===== config.mk =====
export PLATFORM = sky130hd
export DESIGN_NAME = mc_main_controller
export DESIGN_NICKNAME = d
export VERILOG_FILES = /design/src/rtl/mc_main_controller.sv
export SDC_FILE = /design/constraint.sdc
export NUM_CORES = 1
export LEC_CHECK = 0
export CAP_MARGIN = 20
export CORE_UTILIZATION = 36
export CTS_CLUSTER_DIAMETER = 200
export DETAILED_ROUTE_END_ITERATION = 6
export PLACE_DENSITY = 0.82
export SYNTH_ARGS = -nofsm -noshare
export SYNTH_HDL_FRONTEND = slang
export SYNTH_SLANG_ARGS = --single-unit

===== constraint.sdc =====
create_clock -name clk -period 1.4 [get_ports clk]
set_input_delay 0.21 -clock clk [delete_from_list [all_inputs] [get_ports clk]]
set_output_delay 0.21 -clock clk [all_outputs]
set_load 0.02 [all_outputs]

===== src/rtl/mc_main_controller.sv =====
// mc_main_controller
//   Main control FSM for the multicycle RV32I core. Sequences the shared ALU,
//   instruction register, PC and unified memory through fetch, decode,
//   execute and writeback. Memory accesses stall on mem_ready.
//
// Handshake: mem_req (with mem_write) is held stable while mem_ready=0; an
//   access completes in the cycle where mem_req=1 and mem_ready=1. mem_ready
//   is ignored in states that do not request memory.
//
// Ports:
//   clk, rst_n        clock (rising edge), asynchronous active-low reset
//   op                opcode from the instruction register
//   zero              ALU zero flag (branch qualification)
//   mem_ready         memory completes the current access this cycle
//   mem_req/mem_write memory request / write qualifier
//   adr_src           memory address select (0 PC, 1 ALUOut)
//   ir_write/pc_write load IR+OldPC / load PC
//   reg_write         register file write enable
//   alu_src_a/b       ALU operand selects
//   alu_op            ALU operation class into the ALU decoder
//   result_src        result select
//   illegal_instr     one-cycle pulse in DECODE on an unknown opcode
//   state_o           current state for debug
module mc_main_controller #(
  parameter bit HALT_ON_ILLEGAL = 1'b0
) (
  input  logic       clk,
  input  logic       rst_n,
  input  logic [6:0] op,
  input  logic       zero,
  input  logic       mem_ready,
  output logic       mem_req,
  output logic       mem_write,
  output logic       adr_src,
  output logic       ir_write,
  output logic       pc_write,
  output logic       reg_write,
  output logic [1:0] alu_src_a,
  output logic [1:0] alu_src_b,
  output logic [1:0] alu_op,
  output logic [1:0] result_src,
  output logic       illegal_instr,
  output logic [3:0] state_o
);

  localparam logic [3:0] S_FETCH    = 4'd0;
  localparam logic [3:0] S_DECODE   = 4'd1;
  localparam logic [3:0] S_MEMADR   = 4'd2;
  localparam logic [3:0] S_MEMREAD  = 4'd3;
  localparam logic [3:0] S_MEMWB    = 4'd4;
  localparam logic [3:0] S_MEMWRITE = 4'd5;
  localparam logic [3:0] S_EXECUTER = 4'd6;
  localparam logic [3:0] S_ALUWB    = 4'd7;
  localparam logic [3:0] S_EXECUTEI = 4'd8;
  localparam logic [3:0] S_JAL      = 4'd9;
  localparam logic [3:0] S_BEQ      = 4'd10;
  localparam logic [3:0] S_HALT     = 4'd11;

  localparam logic [6:0] OP_LW   = 7'b0000011;
  localparam logic [6:0] OP_SW   = 7'b0100011;
  localparam logic [6:0] OP_R    = 7'b0110011;
  localparam logic [6:0] OP_I    = 7'b0010011;
  localparam logic [6:0] OP_JAL  = 7'b1101111;
  localparam logic [6:0] OP_BEQ  = 7'b1100011;

  logic [3:0] state;
  logic [3:0] state_next;
  logic       op_known;

  assign op_known = (op == OP_LW) || (op == OP_SW) || (op == OP_R) ||
                    (op == OP_I) || (op == OP_JAL) || (op == OP_BEQ);

  // State register
  always_ff @(posedge clk or negedge rst_n) begin
    if (!rst_n) state <= S_FETCH;
    else        state <= state_next;
  end

  // Next-state logic
  always_comb begin
    state_next = state;
    case (state)
      S_FETCH:    if (mem_ready) state_next = S_DECODE;
      S_DECODE: begin
        case (op)
          OP_LW, OP_SW: state_next = S_MEMADR;
          OP_R:         state_next = S_EXECUTER;
          OP_I:         state_next = S_EXECUTEI;
          OP_JAL:       state_next = S_JAL;
          OP_BEQ:       state_next = S_BEQ;
          default:      state_next = HALT_ON_ILLEGAL ? S_HALT : S_FETCH;
        endcase
      end
      S_MEMADR:   state_next = (op == OP_LW) ? S_MEMREAD : S_MEMWRITE;
      S_MEMREAD:  if (mem_ready) state_next = S_MEMWB;
      S_MEMWB:    state_next = S_FETCH;
      S_MEMWRITE: if (mem_ready) state_next = S_FETCH;
      S_EXECUTER: state_next = S_ALUWB;
      S_EXECUTEI: state_next = S_ALUWB;
      S_ALUWB:    state_next = S_FETCH;
      S_JAL:      state_next = S_ALUWB;
      S_BEQ:      state_next = S_FETCH;
      S_HALT:     state_next = S_HALT;
      default:    state_next = S_FETCH;
    endcase
  end

  // Output decode. Unlisted outputs are 0 in every state; reset overrides
  // all enables so a pending write is dropped without waiting for a clock.
  always_comb begin
    mem_req       = 1'b0;
    mem_write     = 1'b0;
    adr_src       = 1'b0;
    ir_write      = 1'b0;
    pc_write      = 1'b0;
    reg_write     = 1'b0;
    alu_src_a     = 2'b00;
    alu_src_b     = 2'b00;
    alu_op        = 2'b00;
    result_src    = 2'b00;
    illegal_instr = 1'b0;
    case (state)
      S_FETCH: begin
        mem_req    = 1'b1;
        alu_src_b  = 2'b10;
        result_src = 2'b10;
        ir_write   = mem_ready;
        pc_write   = mem_ready;
      end
      S_DECODE: begin
        alu_src_a     = 2'b01;
        alu_src_b     = 2'b01;
        illegal_instr = !op_known;
      end
      S_MEMADR: begin
        alu_src_a = 2'b10;
        alu_src_b = 2'b01;
      end
      S_MEMREAD: begin
        mem_req = 1'b1;
        adr_src = 1'b1;
      end
      S_MEMWB: begin
        result_src = 2'b01;
        reg_write  = 1'b1;
      end
      S_MEMWRITE: begin
        mem_req   = 1'b1;
        mem_write = 1'b1;
        adr_src   = 1'b1;
      end
      S_EXECUTER: begin
        alu_src_a = 2'b10;
        alu_op    = 2'b10;
      end
      S_EXECUTEI: begin
        alu_src_a = 2'b10;
        alu_src_b = 2'b01;
        alu_op    = 2'b10;
      end
      S_ALUWB: reg_write = 1'b1;
      S_JAL: begin
        alu_src_a = 2'b01;
        alu_src_b = 2'b10;
        pc_write  = 1'b1;
      end
      S_BEQ: begin
        alu_src_a = 2'b10;
        alu_op    = 2'b01;
        pc_write  = zero;
      end
      S_HALT: begin
        alu_src_b  = 2'b10;
        result_src = 2'b10;
      end
      default: ;
    endcase
    if (!rst_n) begin
      mem_req       = 1'b0;
      mem_write     = 1'b0;
      ir_write      = 1'b0;
      pc_write      = 1'b0;
      reg_write     = 1'b0;
      illegal_instr = 1'b0;
      adr_src       = 1'b0;
      alu_src_a     = 2'b00;
      alu_src_b     = 2'b10;
      alu_op        = 2'b00;
      result_src    = 2'b10;
    end
  end

  assign state_o = state;

endmodule


==> metrics.md, run 1 <==
| Metric | Value |
|---|---|
| Setup bufs post-CTS | `13` |
| Post-Syn Area per Cell | `approximately 6.6 um2` |
| Root buffer cell | `clkbuf_4` |
| CTS-repair resized insts | `128` |
| Post-Syn Area | `about 650 um2` |
| Die Span Y | `~44 um` |
| DIE WIDTH | `44.4 um` |
| Outcome | `did not finish` |
| Number of I/O port buffers | `29` |
| Tool error | `[ERROR DPL-0033] detailed placement checks failed during check placement.` |
| Yosys reg bits | `4` |
| Number of synthesized flops with an enable pin | `0` |
| H-tree Lvls | `1` |
| Initial Util | `40.7%` |
| Num CTS Buffers | `3` |
| Ys Warns | `0` |
| Synth cell types | `37` |
| Post-synth top flop | `dfrtp_1` |
| CTS Hold Buffers Added | `0` |
| Syn Nets | `109` |
| # rows | `14` |
| GPL Wtd Cong | `about 0.82` |
| Last step reached | `4_1_cts` |
| Ys async rst share | `100%` |
| Cell count after synthesis | `between 90 and 100` |
| Sequential fraction of the synthesis area | `around 15%` |
| Number of I/O pins | `30` |
| Clock sink count | `4` |
| Max Root-Sink Buffers | `2` |
| HPWL after detailed placement | `approximately 1900 um` |
| # placed instances | `~170` |
-- logic make-up after synthesis --
logic type / after synthesis / share of synthesized area (%)
DFF: 4 / 15.4
adders and majority gates: 1 / 1.54
and+or+nand+nor: 54 / 48.5
xor gates and xnor gates: 1 / 1.35
AOI/OAI and AO/OA: 28 / 26.1
buffers and inverters: 10 / 7.14
-- synth_stat cells (3+ instances only) --
library cell / n / area (um2)
a21oi_1: 10 / 50.1
and3_1: 3 / 18.8
buf_2: 4 / 20.0
clkbuf_1: 3 / 11.3
dfrtp_1: 4 / 100
nand2_1: 9 / 33.8
nand2b_1: 8 / 50.1
nand3b_1: 3 / 22.5
nor2_1: 10 / 37.5
nor3_1: 5 / 25.0
o21ai_0: 8 / 40.0
-- per-stage QoR --
stage / hold WS (ns) / setup WS [ns] / utilization, % / setup TNS (ns) / instance area [um2]
after detailed placement: 0.577 / -0.829 / 80.8 / -9.14 / 1290
after global placement: 0.582 / -0.794 / 80.8 / -8.76 / 1290
after floorplan: -0.0856 / -0.0398 / - / -0.149 / 796
==> run 2, diff against run 1 <==
- CORE_AREA: unset -> 2 2 63 65
- CORE_UTILIZATION: 36 -> unset
- CTS_CLUSTER_DIAMETER: 200 -> unset
- DIE_AREA: unset -> 0 0 65 67
- PLACE_DENSITY: 0.82 -> unset
- PLACE_DENSITY_LB_ADDON: unset -> 0.15
- clock period: 1.4 -> 1.8 ns (I/O delays scaled with it)
==> metrics.md, run 2 <==
| Metric | Value |
|---|---|
| Ys async rst share | `100% (unchanged)` |
| HPWL after detailed placement | `1850 um (-3.1%)` |
| Setup TNS | `-0.0120 ns` |
| Number of I/O pins | `30 (unchanged)` |
| GPL Wtd Cong | `0.753 (-8.1%)` |
| Worst endpoint data arrival time | `1.54 ns` |
| Post-synth top flop | `dfrtp_1` |
| Vias in the first global route | `777` |
| Die Span Y | `67 um (+51%)` |
| Gr usage total | `~10%` |
| Root buffer cell | `clkbuf_8` |
| Clock sink count | `4 (unchanged)` |
| Sequential fraction of the synthesis area | `15.4% (unchanged)` |
| Initial Util | `18.0% (-23 points)` |
| Slew HR | `81.6%` |
| CTS tree | `built` |
| Share of cells above drive strength 1 | `37.4%` |
| Die area | `between 4000 and 5000 um2` |
| Slew Limit Fails | `0` |
| Slowest CP cell | `clkdlybuf4s50_1` |
| Vias per cell | `4.52` |
| Num CTS Buffers | `3 (unchanged)` |
| CP Class | `primary input to primary output` |
| Pin count of the biggest net entering global routing | `11` |
| Synth cell types | `37 (unchanged)` |
| First-pass GRT wire length | `between 3000 and 4000 um` |
| Leak pwr | `around 0.57 nW` |
| Pwr dens | `593 nW/um2` |
| Core ar. | `~3600 um2` |
| Antenna Nets Post-Route | `0` |
| Slowest cell delay on critical path | `approximately 0.41 ns` |
| Outcome | `finished with violations` |
| # rows | `22 (+8)` |
| Number of flip-flops in the largest register | `4` |
| Worst vdd ir | `between 0.3 and 0.4 mV` |
| Share of the synthesized area in the top cell type | `15.4% (unchanged)` |
| Fmax achieved | `approximately 0.55 GHz` |
| WL/cell | `around 11 um` |
| Post-Syn Area per Cell | `6.61 um2 (unchanged)` |
| Worst skew pair latency | `around 0.21 ns` |
| Max Root-Sink Buffers | `2 (unchanged)` |
| Ys Warns | `0 (unchanged)` |
| Commonest cells after routing, fill and taps aside | `35 x buf_4, 13 x clkdlybuf4s50_1, 10 x nor2_1, 9 x a21oi_1, 9 x nand2_1` |
| Minimum clock period | `1.81 ns` |
| Fin crit share | `101%` |
| CP Capture Type | `primary output` |
| Layout area overhead | `90.3%` |
| Clk_skew | `around 0.00075 ns` |
| First-pass DRT Iterations | `4` |
| RSZ-0062 raised after global routing | `yes` |
| Number of diodes | `0` |
| CP cell instances | `clkdlybuf4s50_1 -> and3b_1 -> and3_4 -> a21o_1 -> a31oi_1 -> buf_4` |
| Final setup margin | `-0.0120 ns` |
| DRT iter0 DRCs | `around 70` |
| DRC viols | `0` |
| Worst path bufs/invs | `2` |
| Largest cells by area after synthesis | `dfrtp_1 15%, a21oi_1 7.7%, nand2b_1 7.7%, o21ai_0 6.2%, nor2_1 5.8%` |
| Cell count after synthesis | `98 (unchanged)` |
| Number of synthesized flops with an enable pin | `0 (unchanged)` |
| Syn Nets | `109 (unchanged)` |
| Initial antenna violation count | `0` |
| Family with the most delay on the worst path | `buffers and inverters` |
| Final setup violation count | `1` |
| Failing checks | `setup timing` |
| Hold crit path type | `primary input to asynchronous set/reset pin` |
| Commonest cells post-synth | `10 x a21oi_1, 10 x nor2_1, 9 x nand2_1` |
| Number of I/O port buffers | `29 (unchanged)` |
| WL final | `between 2000 and 2500 um` |
| H-tree Lvls | `1 (unchanged)` |
| DIE WIDTH | `65 um (+46%)` |
| Synth area leader | `dfrtp_1` |
| Worst-path clk slew | `~0.030 ns` |
| Final Hold Fails | `0` |
| Commonest non-fill, non-tap cell in the layout | `buf_4` |
| Yosys reg bits | `4 (unchanged)` |
| Post-Syn Area | `648 um2 (unchanged)` |
| Max-Cap Viols | `0` |
| Nets | `approximately 170` |
| # fillers | `426` |
| Data required, critical path | `between 1.5 and 2 ns` |
| Hold WS | `between 0.4 and 0.5 ns` |
| Via count | `917` |
| Grt total ovfl | `0` |
| Worst-path fanout max | `2` |
| Startpoint Class | `primary input` |
| Worst-margin pin slew | `around 0.28 ns` |
-- run 2: cell families (layout without fill, tap and decap cells) --
family | Yosys count | after routing | synth area share (%)
simple gates | 54 | 54 | 48.5
buf+inv | 10 | 67 | 7.14
xor+xnor | 1 | 1 | 1.35
flops | 4 | 4 | 15.4
compound gates | 28 | 28 | 26.1
fa+ha+maj | 1 | 1 | 1.54
-- run 2: metrics by stage --
step           instance area, um2  power, mW  cells  worst slack (ns)  utilization, %
5_1_grt                      1230      0.783    203           -0.0687            34.2
3_5_place_dp                 1190      0.561    198            -0.508            33.1
4_1_cts                      1250      0.743    201            -0.223            34.6
3_3_place_gp                 1190      0.562    198            -0.507            33.1
2_1_floorplan                 648      0.336     98            0.0262               -
6_report                     1230      0.731    203           -0.0120            34.2
-- run 2: worst paths after layout --
path                             from            end  cells after the start  slack, ns
setup / recovery                op[6]  illegal_instr                      6      -0.01
hold / removal                  rst_n     state_o[3]                      2       0.44
setup reg to reg           state_o[1]     state_o[0]                      5       0.24
hold reg to reg            state_o[2]     state_o[0]                      2       0.71
max in group asynchronous       rst_n     state_o[1]                      2       1.23
min in group clk                op[4]     state_o[1]                      4       0.63
-- run 2: where the power goes --
group	switching (mW)	total (mW)	internal [mW]
Clock	0.0442	0.187	0.142
Sequential	0.0160	0.117	0.101
Combinational	0.213	0.428	0.215
Total	0.273	0.731	0.458
-- run 2: what timing repair did --
item                                    4_1_cts  5_1_grt
pin swaps                                     0        1
buffers inserted                              0        2
endpoints found under the setup margin       16       13
hold buffers                                  0        0
resized for setup                            43       24
cloned                                        0        0
-- run 2: cell type report --
type	count	area (um2)	share of cell area, %
multi-input combinational	84	523	42.4
tap	48	60.1	4.87
timing repair buffer	62	498	40.4
inverter	2	7.51	0.609
sequential	4	104	8.42
clock buffer	3	41.3	3.35
-- run 2: metal layers --
metal | track usage, % | vias to the layer above | part of all wire [%]
met4 | 3.19 | 0 | 0.61
li1 | - | 472 | -
met2 | 18.3 | 33 | 48
met5 | 0 | - | 0
met1 | 13.2 | 410 | 46
met3 | 0.676 | 2 | 5.2
No activity file was read; power rests on OpenSTA's default activity.
